--- src/rtl/mul_div_unit.sv ---
// RV32M multiply/divide unit: radix-2 shift-add multiply and 32-step restoring divide.
// Latency: T+33 iterative, T+1 for div-by-zero/overflow and for multiplies under MULDIV_FAST_MUL_EN.
// Backpressure: busy stalls issue while iterating; start in RUN is ignored; clear/rst_n abort.
module mul_div_unit (
  input  logic        clk,
  input  logic        rst_n,
  input  logic        start,
  input  logic [2:0]  funct3,
  input  logic [31:0] op1,
  input  logic [31:0] op2,
  input  logic [4:0]  rdAddrIn,
  input  logic        clear,
  output logic        busy,
  output logic        resultValid,
  output logic [31:0] result,
  output logic [4:0]  rdAddrOut
);
  localparam logic [1:0] IDLE = 2'd0;
  localparam logic [1:0] RUN  = 2'd1;
  localparam logic [1:0] DONE = 2'd2;

  logic [1:0]  state;
  logic [5:0]  iterCnt;
  logic [63:0] accQ;
  logic [63:0] opAQ;
  logic [31:0] opBQ;
  logic [2:0]  funct3Q;
  logic [4:0]  tagQ;
  logic        negQuoQ;
  logic        negRemQ;

  logic        isDiv, op1Signed, op2Signed, divZero, divOvf, fastMul, quick, accept, iterStart;
  logic [32:0] op1Ext;
  logic [31:0] mag1, mag2, quickResult;

  assign isDiv     = funct3[2];
  assign op1Signed = (funct3 == 3'd1) || (funct3 == 3'd2) || (funct3 == 3'd4) || (funct3 == 3'd6);
  assign op2Signed = (funct3 == 3'd1) || (funct3 == 3'd4) || (funct3 == 3'd6);
  assign op1Ext    = {op1Signed & op1[31], op1};
  assign mag1      = (op1Signed && op1[31]) ? -op1 : op1;
  assign mag2      = (op2Signed && op2[31]) ? -op2 : op2;
  assign divZero   = isDiv && (op2 == 32'd0);
  assign divOvf    = isDiv && !funct3[0] && (op1 == 32'h8000_0000) && (op2 == 32'hFFFF_FFFF);

`ifdef MULDIV_FAST_MUL_EN
  // Both operands extended to 64 bits so a plain modular multiply gives the exact signed product.
  logic [63:0] fastProd;
  assign fastProd = {{31{op1Ext[32]}}, op1Ext} * {{32{op2Signed & op2[31]}}, op2};
  assign fastMul  = !isDiv;
`else
  assign fastMul  = 1'b0;
`endif

  always_comb begin
    quickResult = 32'd0;
    if (divZero)
      quickResult = funct3[1] ? op1 : 32'hFFFF_FFFF;
    else if (divOvf)
      quickResult = funct3[1] ? 32'd0 : 32'h8000_0000;
`ifdef MULDIV_FAST_MUL_EN
    else if (fastMul)
      quickResult = (funct3[1:0] == 2'd0) ? fastProd[31:0] : fastProd[63:32];
`endif
  end

  assign quick       = divZero | divOvf | fastMul;
  assign accept      = rst_n & start & ~clear & (state != RUN);
  assign iterStart   = accept & ~quick;
  assign busy        = iterStart | (state == RUN);
  assign resultValid = (state == DONE);

  logic        lastIter, divOk;
  logic [63:0] mulAddend, mulNext;
  logic [32:0] divShift, divRem;
  logic [33:0] divDiff;
  logic [31:0] quoNext, mulRes, divRes;

  assign lastIter  = (iterCnt == 6'd31);
  assign mulAddend = opBQ[0] ? opAQ : 64'd0;
  // MULH multiplier bit 31 is the sign bit and weighs -2^31, so the final step subtracts.
  assign mulNext   = (lastIter && funct3Q == 3'd1) ? accQ - mulAddend : accQ + mulAddend;
  assign divShift  = {accQ[31:0], opBQ[31]};
  assign divDiff   = {1'b0, divShift} - {2'b00, opAQ[31:0]};
  assign divOk     = ~divDiff[33];
  assign divRem    = divOk ? divDiff[32:0] : divShift;
  assign quoNext   = {opBQ[30:0], divOk};
  assign mulRes    = (funct3Q[1:0] == 2'd0) ? mulNext[31:0] : mulNext[63:32];
  assign divRes    = funct3Q[1] ? (negRemQ ? -divRem[31:0] : divRem[31:0])
                                : (negQuoQ ? -quoNext : quoNext);

  always_ff @(posedge clk or negedge rst_n) begin
    if (!rst_n) begin
      state     <= IDLE;
      iterCnt   <= 6'd0;
      accQ      <= 64'd0;
      opAQ      <= 64'd0;
      opBQ      <= 32'd0;
      funct3Q   <= 3'd0;
      tagQ      <= 5'd0;
      negQuoQ   <= 1'b0;
      negRemQ   <= 1'b0;
      result    <= 32'd0;
      rdAddrOut <= 5'd0;
    end else if (clear) begin
      state <= IDLE;
    end else if (accept && quick) begin
      state     <= DONE;
      iterCnt   <= 6'd0;
      result    <= quickResult;
      rdAddrOut <= rdAddrIn;
    end else if (iterStart) begin
      state   <= RUN;
      iterCnt <= 6'd0;
      funct3Q <= funct3;
      tagQ    <= rdAddrIn;
      accQ    <= 64'd0;
      negQuoQ <= op2Signed & (op1[31] ^ op2[31]);
      negRemQ <= op1Signed & op1[31];
      if (isDiv) begin
        opAQ <= {32'd0, mag2};
        opBQ <= mag1;
      end else begin
        opAQ <= {{31{op1Ext[32]}}, op1Ext};
        opBQ <= op2;
      end
    end else if (state == RUN) begin
      iterCnt <= iterCnt + 6'd1;
      if (funct3Q[2]) begin
        accQ <= {31'd0, divRem};
        opBQ <= quoNext;
      end else begin
        accQ <= mulNext;
        opAQ <= {opAQ[62:0], 1'b0};
        opBQ <= {1'b0, opBQ[31:1]};
      end
      if (lastIter) begin
        state     <= DONE;
        result    <= funct3Q[2] ? divRes : mulRes;
        rdAddrOut <= tagQ;
      end
    end else begin
      state <= IDLE;
    end
  end
endmodule

--- config.mk ---
export PLATFORM = sky130hd
export DESIGN_NAME = mul_div_unit
export DESIGN_NICKNAME = d
export VERILOG_FILES = /design/src/rtl/mul_div_unit.sv
export SDC_FILE = /design/constraint.sdc
export NUM_CORES = 1
export LEC_CHECK = 0
export BUFFER_PORTS_ARGS = -buffer_cell sky130_fd_sc_hd__buf_4
export CAP_MARGIN = 40
export CORE_ASPECT_RATIO = 0.5
export CORE_UTILIZATION = 25
export CTS_CLUSTER_SIZE = 10
export DETAILED_ROUTE_END_ITERATION = 10
export GPL_TIMING_DRIVEN = 0
export PLACE_DENSITY = 0.38
export SYNTH_ARGS = -nofsm -noshare
export SYNTH_HDL_FRONTEND = slang
export SYNTH_SLANG_ARGS = --single-unit
--- constraint.sdc ---
create_clock -name clk -period 5.8 [get_ports clk]
set_clock_uncertainty 0.1 [all_clocks]
set_input_delay 0.87 -clock clk [delete_from_list [all_inputs] [get_ports clk]]
set_output_delay 0.87 -clock clk [all_outputs]
set_load 0.01 [all_outputs]
=== After elaboration in Yosys (flattened, before gate mapping) ===
Cells that the tools add are included.

* Bits of input ports: 76
* Logic and storage cells: 112
* Flip-flop bits (word level): 215

* Eq/ne operators: 14
* Multiplexer cells: 41
* Reductions and logical operators: 25
* Bitwise logic cells: 13
* Add/sub/neg operators: 8

{| class="wikitable"
|+ Operator list
! operator !! number
|-
| $mux W32 || 19
|-
| $mux W64 || 9
|-
| $neg A32 Y32 || 4
|-
| $add A64 B64 Y64 || 1
|-
| $eq A32 B32 Y1 const B || 2
|-
| $sub A64 B64 Y64 || 1
|-
| $sub A33 B32 Y34 || 1
|-
| $mux W33 || 1
|-
| $logic_not A32 Y1 || 1
|-
| $mux W5 || 4
|-
| $mux W6 || 3
|-
| $mux W2 || 5
|-
| $logic_and A1 B1 Y1 || 8
|-
| $reduce_and A4 Y1 || 2
|-
| $add A6 B1 Y6 const B || 1
|-
| $and A1 B1 Y1 || 6
|-
| $eq A3 B1 Y1 const B || 2
|-
| $eq A3 B3 Y1 const B || 2
|-
| $eq A6 B5 Y1 const B || 1
|-
| $ne A2 B1 Y1 const B || 3
|-
| $reduce_and A3 Y1 || 2
|-
| $reduce_bool A2 Y1 || 3
|-
| $logic_or A1 B1 Y1 || 5
|-
| $ne A5 B4 Y1 const B || 1
|-
| 10 further kinds || 14
|}

=== Depth between registers and ports, before layout ===
Gate-level depths: netlist (run 1).

* Depth after elaboration: 10
* Gate-level depth with buffers: 28
* Gate-level depth less buffers: 23

=== Worst setup path after synthesis (run 1) ===
OpenSTA, ideal clock, no wires.

* Kind: reg-to-reg
* Start: register opBQ[0]
* End: register result[30]
* Path slack: 0.062 ns
* Cell stages (with the launch flop): 29
* Arrival: 5.512 ns
* Setup time: 0.126 ns
* Data required time: 5.574 ns
* Period minus slack after synthesis: 5.738 ns
* Buffers on the path: 5
* Cell sequence: dfrtp_1 > clkbuf_1 > clkbuf_1 > clkbuf_1 > buf_1 > nand2_1 > ha_1 > nand2_1 > a21o_1 > a21oi_2 > nand2_1 > a21oi_1 > a21boi_1 > a21oi_1 > mux2_2 > nand2_1 > ha_1 > clkbuf_1 > nor3_1 > nor2_1 > o41ai_1 > a41oi_1 > and2_1 > a211oi_1 > o21ai_0 > a211oi_1 > xnor2_1 > a211oi_1 > o21ai_1

* Word-level cells in the longest chain between the ends: 9
* Elaborated cells on any way between the ends: 13
* Classes of those cells: 3 x add/sub; 10 x mux

{| class="wikitable"
|+ RTL lines
! what !! RTL line !! RTL
|-
| start, declared || 26 || <nowiki>logic [31:0] opBQ;</nowiki>
|-
| start signal, assigned || 121 || <nowiki>opBQ <= mag1;</nowiki>
|-
| start signal, assigned || 124 || <nowiki>opBQ <= op2;</nowiki>
|-
| start signal, assigned || 130 || <nowiki>opBQ <= quoNext;</nowiki>
|-
| $mux W64 || 79 || <nowiki>assign mulAddend = opBQ[0] ? opAQ : 64'd0;</nowiki>
|-
| $add A64 B64 Y64 or $sub A64 B64 Y64 (tied branches) || 81 || <nowiki>assign mulNext = (lastIter && funct3Q == 3'd1) ? accQ - mulAddend : accQ + mulAddend;</nowiki>
|-
| $mux W64 || 81 ||
|-
| $mux W32 || 87 || <nowiki>assign mulRes = (funct3Q[1:0] == 2'd0) ? mulNext[31:0] : mulNext[63:32];</nowiki>
|-
| $mux W32 (*) || 138 || <nowiki>result <= funct3Q[2] ? divRes : mulRes;</nowiki>
|-
| $mux W32 (*) || 136 || <nowiki>if (lastIter) begin</nowiki>
|-
| $mux W32 (*) || 126 || <nowiki>end else if (state == RUN) begin</nowiki>
|-
| $mux W32 (*) || 111 || <nowiki>end else if (iterStart) begin</nowiki>
|-
| $mux W32 (*) || 106 || <nowiki>end else if (accept && quick) begin</nowiki>
|-
| end signal, assigned || 109 || <nowiki>result <= quickResult;</nowiki>
|-
| end signal, assigned || 138 ||
|-
| end, declared || 15 || <nowiki>output logic [31:0] result,</nowiki>
|}

Every way passes the cells marked *; elsewhere a longest branch is shown, timed or not. The select of a mux whose other input is x is not followed.
A chain may end at the register's enable or synchronous reset.

=== Worst setup path after layout (run 1) ===
* Start: register opBQ[0]
* End: register result[28]

Same word-level chain as after synthesis.

==> results of run 1 <==
## worst register-to-register path: cells and delay by family (launching register included)
family | cells | cell delay, ns
buffers and inverters | 7 | 1.07
xor gates and xnor gates | 1 | 0.32
and+or+nand+nor | 3 | 0.38
DFF | 1 | 0.55
adders and majority gates | 2 | 0.51
AOI/OAI and AO/OA | 13 | 2.86
## cell usage after synthesis, types with 42 or more instances
master    count  area (µm²)
nand2_1     355        1330
o21ai_0     295        1480
a21oi_1     289        1450
nor2_1      241         905
dfrtp_1     215        5380
clkbuf_1    158         593
xnor2_1     117        1020
ha_1        102        1280
xor2_1       96         841
a211oi_1     84         631
inv_1        83         312
mux2i_1      74         741
nand3_1      72         360
a21o_1       61         458
nor3_1       54         270
nand4_1      52         325
a22o_1       42         368
o31ai_1      42         315
## repair_timing
action / CTS / global route
setup buffers: 54 / 29
pin swaps: 72 / 55
setup endpoints to repair: 92 / 51
resized for setup: 247 / 103
## per-layer routing
metal / track usage [%] / vias up / part of all wire (%)
met5: 0 / - / 0.0094
met4: 7.10 / 2 / 2.7
met3: 6.40 / 159 / 9.9
met2: 39.3 / 1283 / 39
met1: 45.6 / 13300 / 49
li1: - / 11700 / -
## report_power, final
| group | total, mW | internal [mW] | switching, mW |
|---|---|---|---|
| clock network | 1.80 | 0.985 | 0.820 |
| logic | 14.9 | 5.06 | 9.83 |
| registers | 2.91 | 1.97 | 0.946 |
## worst max-delay path by stage
stage	startpoint	end	slack [ns]
finish	opBQ[0]	result[28]	-0.07
global route	opAQ[20]	result[28]	-0.11
CTS	opAQ[4]	result[4]	0.006
detailed placement	opBQ[0]	result[28]	-4.02
global placement	opBQ[0]	result[28]	-5.22
floorplan	opBQ[0]	result[30]	0.06
## per-stage QoR
stage / total power [mW] / instances / hold WS (ns) / TNS, ns / worst slack [ns]
final: 19.6 / 4472 / 0.0656 / -0.102 / -0.0685
after global routing: 20.4 / 4472 / 0.0982 / -0.918 / -0.108
after CTS: 18.4 / 4445 / 0.0783 / 0 / 0.00577
after detailed placement: 15.3 / 4364 / 0.378 / -284.72 / -4.02
after global placement: 15.3 / 4327 / 0.373 / -414.99 / -5.22
after floorplan: 10.0 / 3031 / 0.353 / 0 / 0.0617
## area by class of cell
type                            count  area [µm²]  share of cell area [%]
Tap cell                         1185        1480                    5.22
Clock buffer                       40         837                    2.94
Multi-Input combinational cell   2521       17500                    61.6
Timing Repair Buffer              234        1960                    6.89
Buffer                            183         852                    3.00
Clock inverter                      5        27.5                  0.0968
Inverter                           89         355                    1.25
Sequential cell                   215        5390                    19.0
## registers in the layout (all words and copies together), names as in the netlist, 3 cells and up
| register | count |
|---|---|
| funct3Q | 3 |
| iterCnt | 6 |
| opAQ | 64 |
| opBQ | 32 |
| accQ | 64 |
| result | 32 |
| tagQ | 5 |
| rdAddrOut | 5 |
## cells by family (layout without fill, tap and decap cells)
family,after synthesis,after routing
muxes,87,87
xor gates and xnor gates,213,213
buffers and inverters,295,551
AOI/OAI and AO/OA,1118,1118
adders and majority gates,104,104
DFF,215,215
and+or+nand+nor,999,999
==> impl_metrics.toml, run 1 <==
[run_status]
status = "finished, violations left"
violations = "negative setup slack"

[synth]
synth_mux_area_share_pct = 3.93
synth.avg_cell_area_um2 = 7.45
syn_area_mm2 = 0.0226
syn_inst = 3031
syn-num-nets = 3211
synth_simple_gate_area_share_pct = 21.0
synthXorXnorAreaFrac_pct = 8.26
yosysWarnings = 0
ys_types = 96
synth_seq_cells = 215
ys_seq_area_share_pct = 23.8
synth_top_family_by_area = "compound AO/OA/AOI/OAI gates"
synth_edf_count = 0
synthArstFlopShare_pct = 100
synthFlopType = "dfrtp_1"
synth-compound-area-share_pct = 32.0
synth-adder-area-share_pct = 5.83

[final_layout]
stdcell_area_mm2 = 0.0284
fill_cells = 9572
drive_above_1_share_pct = 18.2
syn_to_final_growth_pct = 25.9
diodes = 0
layout.cells.most_common = "nand2_1"
final_cell_mix = "nand2_1, o21ai_0, a21oi_1"
final_util_pct = 32.0
nNetsFinal = 3452

[clock_network]
cts_hold_buffers = 0
clk_latency_ns = 0.63
cts_max_level = 1
clock_path_buffers = 3
cts_sinks = 215
cts-root-buf = "clkbuf_16"
clk_pin_slew_ns = 0.07
cts_tree = "built"
cts_made_buffers = 28

[pwr]
power.leakage_nw = 11.8
pwr_density_cell_mw_per_mm2 = 690
irDropWorstVdd_v = 0.000243

[place]
io_buffers = 111
dp_hpwl_um = 112000
dpl_cell_area_mm2 = 0.0253
globalplace.congestion = 0.989

[timing]
post-route-min-period_ns = 5.87
setup_slack_ns = -0.0685
hold_viol_final = 0
worstMarginPinSlew_ns = 1.07
final_max_slew_viol_count = 0
finalCritPeriodShare_pct = 101
max_freq_mhz = 170
slew_headroom_pct = 28.4
setup_viol = 3
rsz0062_at_grt = "true"

[global_route]
grt_usage_pct = 29.2
grt_first_pass_wirelength_um = 192000
grt_pass1_vias = 24700
overflow = 0
grt_max_degree = 95
grt_antenna_before_repair = 4

[drt]
first_pass_iters = 6
drtIter0Drc = 3359
postRouteAntennaNets = 0
wl_per_cell_um = 30.8
via_count = 26400
post-route-drc-count = 0
viasPerCell = 5.91
drt_wl_total_um = 138000

[setup_path]
critical_path_class = "flip-flop to flip-flop"
r2r_start = "opBQ[0]"
cp-start-kind = "flip-flop"
crit_family = "compound AO/OA/AOI/OAI gates"
worstPathBufferInverterCount = 7
r2r_cells = 26
endpoint_kind = "flip-flop"
cp.depth = 26
critPathArrivalTime_ns = 6.30
critical_path.max_fanout = 10
rr_endpoint = "result[28]"
critical_path_required_ns = 6.24
crit_path_max_incr_delay_ns = 0.69
r2r_setup_slack_ns = -0.07
cpMaxStageDelayCell = "o211ai_1"

[floorplan]
core_mm2 = 0.0889
die_w_um = 427
rows = 77
die-area_mm2 = 0.0916
fp.dieH_um = 215
start_util_pct = 25.4
ios = 115

[worst_hold_path]
hold_class = "input pin to async pin"

[flow_run]
drv_cap = 0
No activity file was read; power rests on OpenSTA's default activity.
==> run 2: changes to the inputs <==
Settings changed: ABC_AREA set to 1.
==> run 2 against run 1 <==
Net effect: the flow now finishes without violations; first-iteration DRC count fell by 10%; global-route usage barely moved; flip-flop and latch count did not move; register-to-register slack improved by 0.21 ns; count of clock-buffer cells in the layout fell by 1; fmax rose by 3.8%; sequential power barely moved; worst setup slack improved by 0.21 ns; via count rose by 9.9%; wire length rose by 7.6%; critical path type unchanged; highest routed layer unchanged.
==> impl_metrics.toml, run 2 <==
[setup_path]
critical_path_required_ns = 6.23
crit_family = "compound AO/OA/AOI/OAI gates"
critical_path.max_fanout = 10
critPathArrivalTime_ns = 6.09
cpMaxStageDelayCell = "o211ai_1"
crit_path_max_incr_delay_ns = 0.64
endpoint_kind = "flip-flop"
worstPathBufferInverterCount = 7
cp-start-kind = "flip-flop"
critical_path_class = "flip-flop to flip-flop"

[final_layout]
fill_cells = 11000
reg.largest.list = "accQ (64), opAQ (64)"
layout.cells.most_common = "nand2_1"
syn_to_final_growth_pct = 19.3
final_util_pct = 30.4
drive_above_1_share_pct = 12.6
nNetsFinal = 4393
final_cells = 5545
final_cell_mix = "nand2_1, inv_1, nor2_1"

[drt]
first_pass_iters = 6
post-route-drc-count = 0
viasPerCell = 5.24
via_count = 29000
wl_per_cell_um = 26.8
postRouteAntennaNets = 0
drtIter0Drc = 3018
drt_wl_total_um = 148000

[pwr]
p_total_mw = 20.8
power.leakage_nw = 14.2
pwr_density_cell_mw_per_mm2 = 710
irDropWorstVdd_v = 0.000276

[global_route]
grt_pass1_vias = 27400
grt_max_degree = 104
grt_first_pass_wirelength_um = 206000
grt_antenna_before_repair = 10
overflow = 0
grt_usage_pct = 29.2

[timing]
rsz0062_at_grt = "true"
worstMarginPinSlew_ns = 0.984
hold_viol_final = 0
post-route-min-period_ns = 5.66
setup_slack_ns = 0.144
slew_headroom_pct = 34.4
finalCritPeriodShare_pct = 97.5
setup_viol = 0
final_max_slew_viol_count = 0
max_freq_mhz = 177

[clock_network]
clk_latency_ns = 0.63
cts_sinks = 215
cts_max_level = 1
clk_pin_slew_ns = 0.07
cts_tree = "built"
clock_path_buffers = 3
cts-root-buf = "clkbuf_16"
cts_made_buffers = 29

[place]
post-place-ws_ns = -0.917
dp_hpwl_um = 125000
globalplace.congestion = 1.01
io_buffers = 110
dp.cells = 5473

[floorplan]
ios = 115
rows = 80
die-area_mm2 = 0.0994
fp.dieH_um = 223
core_mm2 = 0.0962
start_util_pct = 25.5
die_w_um = 445

[run_status]
status = "completed"

[synth]
syn_area_mm2 = 0.0245
synth_edf_count = 0
synthTopCellsByArea = "dfrtp_1, nand2_1, inv_1, nor2_1, a21oi_1"
synth.avg_cell_area_um2 = 6.09
synth_seq_cells = 215
synthFlopType = "dfrtp_1"
ys_seq_area_share_pct = 22.0
yosys.area.top_type = "dfrtp_1"
synth_most_common_cell = "nand2_1"
yosysWarnings = 0
syn_inst = 4023
ys_types = 63
syn-num-nets = 4203
synthArstFlopShare_pct = 100
synth.top_cell.area_share_pct = 22.0
synth_common_cells = "nand2_1, inv_1, nor2_1"

[flow_run]
drv_cap = 0

[worst_hold_path]
hold_class = "input pin to async pin"
[run 2: cell types whose count changed in the layout (fill, tap and decap cells not counted), moves of 48 or more]
| cell | delta |
|---|---|
| clkbuf_1 | -48 |
| nor2_1 | +154 |
| mux2i_1 | -73 |
| xnor2_1 | -68 |
| buf_4 | -51 |
| a211oi_1 | -71 |
| a21o_1 | -56 |
| inv_1 | +520 |
| nand3_1 | +190 |
| xor2_1 | +51 |
| nand2_1 | +634 |
| o21ai_0 | -49 |
[run 2: routing by layer]
layer | GRT usage [%] | wire (µm) | vias to the layer above | share of wire [%]
met5 | 0 | 32 | - | 0.022
met4 | 8.39 | 4600 | 6 | 3.1
met3 | 6.34 | 12300 | 186 | 8.3
met2 | 41.5 | 59300 | 1049 | 40
met1 | 43.3 | 72100 | 14200 | 49
li1 | - | - | 13600 | -
[run 2: metrics by stage]
step                      cell area, µm²  setup TNS (ns)  hold slack [ns]
after global routing               29200         -0.0761            0.225
after detailed placement           27300          -16.24            0.366
after floorplan                    24500               0            0.343
after CTS                          28700               0            0.204
after global placement             27000         -336.62            0.356
final                              29200               0            0.179
[run 2: path summary, 6_finish.rpt]
check	start	to	slack, ns	cells after the start
setup reg to reg	iterCnt[0]	result[13]	0.14	25
hold / removal	rst_n	opAQ[3]	0.18	2
min in group clk	rdAddrIn[4]	tagQ[4]	0.37	3
hold reg to reg	tagQ[4]	tagQ[4]	0.38	2
setup / recovery	iterCnt[0]	result[13]	0.14	25
max in group asynchronous	rst_n	opAQ[54]	4.35	3
[run 2: kinds of logic after synthesis]
group,count (synthesis),share of synthesized area [%]
AOI/OAI and AO/OA,843,20.3
xor gates and xnor gates,171,6.11
adders and majority gates,104,5.37
buffers and inverters,768,12.2
DFF,215,22.0
and+or+nand+nor,1922,34.0
[run 2: final cells by class]
cell class,instances,area [µm²],area share [%]
sequential,215,5390,18.4
clock buffer,39,783,2.68
clock inverter,8,146,0.501
tap,1312,1640,5.62
antenna,4,10.0,0.0342
multi-input combinational,3040,16900,57.9
timing repair buffer,159,1350,4.61
inverter,631,2370,8.12
buffer,137,628,2.15
[run 2: power by group]
group / switching (mW) / internal (mW) / total [mW]
Sequential: 0.874 / 2.04 / 2.91
Combinational: 11.4 / 4.53 / 15.9
Clock: 0.842 / 1.11 / 1.95
[run 2: what timing repair did]
action                                  4_1_cts  5_1_grt
buffers inserted                              7       11
resized for setup                            77      118
hold endpoints to repair                     14        0
endpoints found under the setup margin       44       35
hold buffers                                  1        0
pin swaps                                    11       33
